[config.mk]
export PLATFORM = sky130hd
export DESIGN_NAME = mem_bus_arbiter
export DESIGN_NICKNAME = d
export VERILOG_FILES = /design/src/rtl/mem_arb_pkg.sv /design/src/rtl/mem_bus_arbiter_fetch_buf.sv /design/src/rtl/mem_bus_arbiter.sv
export SDC_FILE = /design/constraint.sdc
export NUM_CORES = 1
export LEC_CHECK = 0
export CORE_ASPECT_RATIO = 1.25
export CORE_MARGIN = 1
export CORE_UTILIZATION = 41
export DETAILED_ROUTE_END_ITERATION = 10
export GPL_ROUTABILITY_DRIVEN = 0
export PLACE_DENSITY_LB_ADDON = 0.05
export SLEW_MARGIN = 20
export SYNTH_ARGS = -nofsm -noshare
export SYNTH_HDL_FRONTEND = slang
export SYNTH_SLANG_ARGS = --single-unit
[constraint.sdc]
create_clock -name clk -period 2 [get_ports clk]
set_input_delay 0.2 -clock clk [delete_from_list [all_inputs] [get_ports clk]]
set_output_delay 0.2 -clock clk [all_outputs]
set_load 0.01 [all_outputs]
[src/rtl/mem_arb_pkg.sv]
// Shared types and constants for the unified-memory bus arbiter.
package mem_arb_pkg;
  typedef enum logic [1:0] {IDLE, BUSY_I, BUSY_D, RESP} state_e;
  localparam logic [1:0] SIZE_WORD = 2'b10;
  localparam int CNT_W = 4;
endpackage

[src/rtl/mem_bus_arbiter_fetch_buf.sv]
// One-entry fetch buffer: holds the last fetched word, hit compare, write invalidate.
module fetch_buf (
  input  logic        clk,
  input  logic        rst,
  input  logic        fill,
  input  logic [29:0] fill_addr,
  input  logic [31:0] fill_data,
  input  logic        inval,
  input  logic [29:0] inval_addr,
  input  logic [29:0] lookup_addr,
  output logic        hit,
  output logic [31:0] hit_data
);
  logic        valid;
  logic [29:0] tag;
  logic [31:0] data;

  always_ff @(posedge clk) begin
    if (rst) begin
      valid <= 1'b0;
      tag   <= '0;
      data  <= '0;
    end else if (fill) begin
      valid <= 1'b1;
      tag   <= fill_addr;
      data  <= fill_data;
    end else if (inval && inval_addr == tag) begin
      valid <= 1'b0;
    end
  end

  assign hit      = valid && (tag == lookup_addr);
  assign hit_data = data;
endmodule

[src/rtl/mem_bus_arbiter.sv]
// Arbitrates IF fetches and MEM data accesses onto one memory port; data wins
// until STARVE_LIMIT, then fetch. Optional fetch buffer: MEM_ARB_FETCH_BUF_EN.
module mem_bus_arbiter
  import mem_arb_pkg::*;
#(
  parameter int STARVE_LIMIT = 4
) (
  input  logic        clk,
  input  logic        rst,
  input  logic        if_req,
  input  logic [31:0] if_addr,
  output logic [31:0] if_data,
  output logic        if_ack_n,
  input  logic        d_req,
  input  logic        d_write,
  input  logic [1:0]  d_size,
  input  logic [31:0] d_addr,
  input  logic [31:0] d_wdata,
  output logic [31:0] d_rdata,
  output logic        d_ack_n,
  output logic        m_req,
  output logic        m_write,
  output logic [1:0]  m_size,
  output logic [31:0] m_addr,
  output logic [31:0] m_wdata,
  input  logic [31:0] m_rdata,
  input  logic        m_ack_n
);
  localparam logic [CNT_W-1:0] LIMIT = CNT_W'(STARVE_LIMIT);

  state_e           state_q, state_d;
  logic [CNT_W-1:0] starve_cnt;
  logic             grant_i, grant_d, hit_go, done;
  logic             buf_hit;
  logic [31:0]      buf_data;

`ifdef MEM_ARB_FETCH_BUF_EN
  fetch_buf u_fetch_buf (
    .clk        (clk),
    .rst        (rst),
    .fill       (done && state_q == BUSY_I),
    .fill_addr  (m_addr[31:2]),
    .fill_data  (m_rdata),
    .inval      (grant_d && d_write),
    .inval_addr (d_addr[31:2]),
    .lookup_addr(if_addr[31:2]),
    .hit        (buf_hit),
    .hit_data   (buf_data)
  );
`else
  assign buf_hit  = 1'b0;
  assign buf_data = '0;
`endif

  always_comb begin
    state_d = state_q;
    grant_i = 1'b0;
    grant_d = 1'b0;
    hit_go  = 1'b0;
    done    = 1'b0;
    case (state_q)
      IDLE: begin
        if (d_req && !(if_req && starve_cnt == LIMIT)) begin
          grant_d = 1'b1;
          state_d = BUSY_D;
        end else if (if_req) begin
          if (buf_hit && !d_req) begin
            hit_go  = 1'b1;
            state_d = RESP;
          end else begin
            grant_i = 1'b1;
            state_d = BUSY_I;
          end
        end
      end
      BUSY_I, BUSY_D: begin
        if (!m_ack_n) begin
          done    = 1'b1;
          state_d = RESP;
        end
      end
      RESP:    state_d = IDLE;
      default: state_d = IDLE;
    endcase
  end

  always_ff @(posedge clk) begin
    if (rst) begin
      state_q    <= IDLE;
      starve_cnt <= '0;
      m_req      <= 1'b0;
      m_write    <= 1'b0;
      m_size     <= SIZE_WORD;
      m_addr     <= '0;
      m_wdata    <= '0;
      if_data    <= '0;
      d_rdata    <= '0;
      if_ack_n   <= 1'b1;
      d_ack_n    <= 1'b1;
    end else begin
      state_q  <= state_d;
      if_ack_n <= 1'b1;
      d_ack_n  <= 1'b1;
      if (grant_d) begin
        m_req   <= 1'b1;
        m_write <= d_write;
        m_size  <= d_size;
        m_addr  <= d_addr;
        m_wdata <= d_write ? d_wdata : '0;
      end
      if (grant_i) begin
        m_req   <= 1'b1;
        m_write <= 1'b0;
        m_size  <= SIZE_WORD;
        m_addr  <= if_addr;
        m_wdata <= '0;
      end
      if (done) begin
        m_req <= 1'b0;
        if (state_q == BUSY_I) begin
          if_data  <= m_rdata;
          if_ack_n <= 1'b0;
        end else begin
          d_rdata <= m_rdata;
          d_ack_n <= 1'b0;
        end
      end
      if (hit_go) begin
        if_data  <= buf_data;
        if_ack_n <= 1'b0;
      end
      // A buffered fetch satisfies the waiting requester just like a fetch grant.
      if ((state_q == IDLE && !if_req) || grant_i || hit_go)
        starve_cnt <= '0;
      else if (grant_d && starve_cnt != LIMIT)
        starve_cnt <= starve_cnt + CNT_W'(1);
    end
  end
endmodule

# Yosys cells after proc, flatten, opt, wreduce, memory -nomap -nowiden
# Cells that the tools add are included.
[classes]
add_sub_neg = 1
n_eq_ne = 7
mux = 18
bitwise = 2
n_reduce_logical = 17
[ops]
columns = ["op", "count"]
rows = [
  ["32-bit two-way mux", 3],
  ["1-bit two-way mux", 11],
  ["2-bit OR reduction", 5],
  ["2-bit two-way mux", 3],
  ["2-bit one-hot mux with 3 select lines", 1],
  ["2-bit AND reduction", 3],
  ["4-bit by 1-bit adder with 4-bit output (second input constant)", 1],
  ["2-bit == test (second input constant)", 2],
  ["4-bit by 3-bit == test with 1-bit output (second input constant)", 1],
  ["1-bit logical AND", 4],
  ["4-bit by 3-bit != test with 1-bit output (second input constant)", 1],
  ["3-bit != test (second input constant)", 1],
  ["2-bit by 1-bit == test with 1-bit output (second input constant)", 1],
  ["1-bit zero test", 2],
  ["2-bit zero test", 1],
  ["2-bit != test (second input constant)", 1],
  ["1-bit inverter", 2],
  ["2-bit nonzero test", 1],
  ["1-bit logical OR", 1],
]
[word_totals]
regBits = 140
out_inout_bits = 134
wordCells = 56

# Depth between registers and ports, before layout
[depth]
ltp_word = 8
depth_mapped = 7
ltp_nobuf = 5

# Worst setup path after synthesis
# Ideal clock, no wire load.
[synth_timing]
kind = "reg2reg"
start = "register state_q[0]"
end = "register d_rdata[16]"
arrival_time_ps = 1459
required_ps = 1868
slack_ps = 409
stages_incl_launch_ff = 8
period_less_slack_ps = 1591
path_cell_list = "dfxtp_1 -> inv_1 -> ha_1 -> or3b_1 -> clkbuf_1 -> buf_2 -> nand2_1 -> a21oi_1"
[synth_between]
elab_chain_cells = 4
word_cells_on_any_way = 6
[synth_rtl]
columns = ["item", "line", "rtl"]
rows = [
  ["start, declared", "mem_bus_arbiter.sv:31", "state_e state_q, state_d;"],
  ["start signal, assigned", "mem_bus_arbiter.sv:101", "state_q <= state_d;"],
  ["2-bit by 1-bit == test with 1-bit output / 2-bit == test (equally long branches)", "mem_bus_arbiter.sv:61, mem_bus_arbiter.sv:120", ""],
  ["2-bit OR reduction", "mem_bus_arbiter.sv:61", "case (state_q)"],
  ["1-bit two-way mux", "mem_bus_arbiter.sv:61", ""],
  ["2-bit AND reduction (no line) *", "n/a", ""],
  ["end signal, assigned", "mem_bus_arbiter.sv:124", "d_rdata <= m_rdata;"],
  ["end, declared", "mem_bus_arbiter.sv:19", "output logic [31:0] d_rdata,"],
]
# Every way passes the cells marked *; elsewhere a longest branch is shown, timed or not.
# A chain may end at the register's enable or synchronous reset.

# Worst setup path in the final report
[layout_timing]
start = "register state_q[1]"
end = "register m_addr[29]"
[layout_between]
elab_chain_cells = 3
word_cells_on_any_way = 5
[layout_rtl]
columns = ["item", "line", "rtl"]
rows = [
  ["2-bit zero test *", "mem_bus_arbiter.sv:61", ""],
  ["1-bit two-way mux", "mem_bus_arbiter.sv:61", ""],
  ["32-bit two-way mux / 2-bit nonzero test (equally long branches)", "n/a", ""],
  ["end signal, assigned", "mem_bus_arbiter.sv:108", "m_addr <= d_addr;"],
  ["end signal, assigned", "mem_bus_arbiter.sv:115", "m_addr <= if_addr;"],
  ["end, declared", "mem_bus_arbiter.sv:24", "output logic [31:0] m_addr,"],
]
# Marks and branches as above.

==> run summary <==
### Status
• result of the run: complete, no violations

### Critical path
• required time at the worst-slack endpoint: 2.34 ns
• endpoint of the most critical register-to-register path: m_addr[29]
• origin of the critical flop-to-flop path: state_q[1]
• worst setup path category: register to register
• Crit. End Element: register
• delay of the slowest cell on the worst path: 0.40 ns
• critical path data arrival time: 2.17 ns
• Worst path slowest cell: ha_1
• FF-to-FF setup slack: 0.17 ns
• largest fanout on the critical path: 32
• Reg2Reg Depth: 6
• crit path cell chain: inv_1 -> ha_1 -> and2_2 -> buf_4 -> a32oi_1 -> a21oi_1
• launching element type of the critical path: register

### Placed design
• worst slack at placement: 0.2119 ns
• number of placed instances, taps included: 1050
• HPWL reported at the end of detailed placement: 12390 um
• port bufs: 269

### CTS
• clock latency reported for the late side of the worst-skew pair: 0.42 ns
• cell at the root of the clock tree: clkbuf_16
• total of cells resized after clock tree synthesis: 0
• CTS Buf Count: 17
• largest buffer count on any clock path: 2
• Setup Fix Bufs, Post-CTS: 0
• hold buffer count at CTS: 0
• CTS HTree Levels: 4
• Clk pin slew, worst setup/hold paths: 0.06 ns
• number of clock sinks: 140
• TritonCTS clock tree: done

### Timing
• minimum setup slack in the final design: 0.1668 ns
• total count of max-transition violations in the final report: 0
• setup repair after global routing missed its margin: no
• worst-case headroom to the max-slew limit: 55.29%
• Clock Skews: 0.008726 ns
• final critical-path required period: 1.833 ns
• final period utilization: 91.66%
• endpoints failing hold: 0
• final setup fails: 0
• Total Negative Setup Slacks: 0 ns
• highest attainable clock frequency: 545.5 MHz
• Slew @ Worst Pin: 0.6707 ns

### Synth
• synth top area cells: dfxtp_1 (48%), a21oi_1 (8.7%), nand2_1 (8.6%)
• YS warnings: 0
• post-synthesis cell type with the largest combined area: dfxtp_1
• top flip-flop cell by instance count after synthesis: dfxtp_1
• netlist area before placement: 5781 um^2
• number of instances in the synthesized netlist: 664
• Mapped Avg Cell Area: 8.706 um^2
• synthesized net count: 804
• number of distinct standard cells referenced by the synthesized netlist: 40
• Async S/R FF share, synth: 0%
• post-synthesis sequential area ratio: 48.48%
• synthesized flop and latch total: 140
• most instantiated cells after synthesis: dfxtp_1 (140), nand2_1 (133), a21oi_1 (100)
• area share of the leading cell type in the synthesized netlist: 48.48%
• number of synthesized flops with an enable pin: 0
• most common cell in the netlist: dfxtp_1

### Route
• average wire per standard cell: 17.67 um
• vias: 6068
• remaining design rule violation count: 0
• Initial DRT Pass Iterations: 5
• antenna viol nets, final: 0
• First DRT Iteration DRCs: 401
• total wire length: 19140 um
• via-per-instance ratio: 5.603

### Cells and area
• share of final-layout standard cells stronger than drive strength 1: 7.497%
• layout overhead on the synthesized area: 57.84%
• Cell Count, Final, Fillers Out: 1083
• final net count: 1034

### Global route
• vias in the first global route: 5844
• number of antenna violations at the first check in global routing: 1
• global route overflow: 0
• first-pass GRT wire length: 29660 um
• maximum number of pins on one net before global-route repair: 133
• total global-route track usage: 25.96%

### Power and ir drop
• Max VDD drop: 764.9 uV
• LEAKAGE: 3.027 nW
• power density cells: 1124 nW/um^2

### Worst hold path
• endpoint of the worst hold-timing path: state_q[0]
• instance count along the most critical hold path: 2
• Hold Crit Class: primary input to register
• Hold Path Origin: rst

### Die
• I/O pin total: 270
• number of placement rows: 48
• area of the core: 13810 um^2
• y dimension of the die: 134.8 um
• Initial Utilization: 41.85%
• Die ar.: 14580 um^2
• overall die width: 108.2 um

### Flow run
• max cap viols: 0

-- logic make-up after synthesis --
family | count (synthesis) | share of synthesized area [%]
compound gates | 247 | 28.64
simple gates | 185 | 14.65
flops | 140 | 48.48
buf+inv | 88 | 7.359
fa+ha+maj | 4 | 0.8658
-- critical path: cells and delay by family, from the launching register on --
family	cells	cell delay, ns
AOI/OAI and AO/OA	2	0.34
buffers and inverters	2	0.44
DFF	1	0.32
adders and majority gates	1	0.40
and+or+nand+nor	1	0.26
-- per-layer routing --
layer  global-route usage (%)  share of wire, %  wire [um]
met3                    7.625               8.4       1600
met1                    30.38                39       7443
met5                        0                 0          0
met4                    12.10               2.7        518
met2                    43.24                50       9578
-- cells in the final DEF, fill, tap and decap left out, types with 2 or more instances in the layout --
cell,n
clkdlybuf4s50_1,268
dfxtp_1,140
nand2_1,133
a21oi_1,100
o21ai_0,34
o2111ai_1,32
a32oi_1,32
nand4_1,32
a211oi_1,23
clkbuf_16,17
buf_4,13
a211oi_2,11
inv_1,9
buf_12,8
nand3_1,6
o21ai_1,5
clkinv_2,5
ha_1,4
clkinvlp_4,4
nand3b_1,2
and3b_1,2
clkbuf_8,2
clkbuf_1,2
-- flip-flops by register name, summed over array words and instances, names as in the netlist, 2 cells and up --
register and count:
m_addr 32, state_q 2, starve_cnt 4, m_wdata 32
if_data 32, m_size 2, d_rdata 32
-- worst max-delay path by stage --
stage	start	to	slack [ns]
2_1_floorplan	state_q[0]	d_rdata[16]	0.41
3_3_place_gp	state_q[0]	m_addr[14]	0.28
3_5_place_dp	state_q[1]	m_addr[19]	0.21
4_1_cts	state_q[1]	m_addr[21]	0.19
5_1_grt	state_q[0]	m_addr[21]	0.05
6_report	state_q[1]	m_addr[29]	0.17
-- report_power, final --
| part | internal, W | switching, W | leakage [nW] | total (W) |
|---|---|---|---|---|
| Combinational | 0.00175 | 0.00207 | 1.62 | 0.00382 |
| Clock | 0.00177 | 0.00118 | 0.265 | 0.00295 |
| Sequential | 0.00325 | 0.000235 | 1.14 | 0.00349 |
| Total | 0.00677 | 0.00349 | 3.03 | 0.0103 |
-- area by class of cell --
class,count,area (um^2)
Multi-Input combinational cell,436,2567
Tap cell,175,219.0
Clock buffer,21,460.4
Fill cell,1160,4690
Inverter,10,37.54
Antenna cell,1,2.502
Clock inverter,11,93.84
Sequential cell,140,2803
Timing Repair Buffer,289,2940
-- metrics by stage --
step	hold slack [ns]	utilization (%)	cell area, um^2	total power, W
finish	0.05366	66.05	9124	0.01026
global route	0.05106	66.05	9124	0.01077
CTS	0.04298	66.03	9121	0.01031
detailed placement	0.4467	62.02	8567	0.007339
global placement	0.4415	62.02	8567	0.007204
floorplan	0.3360	-	5781	0.005601
Power figures use the tool's default switching activity.
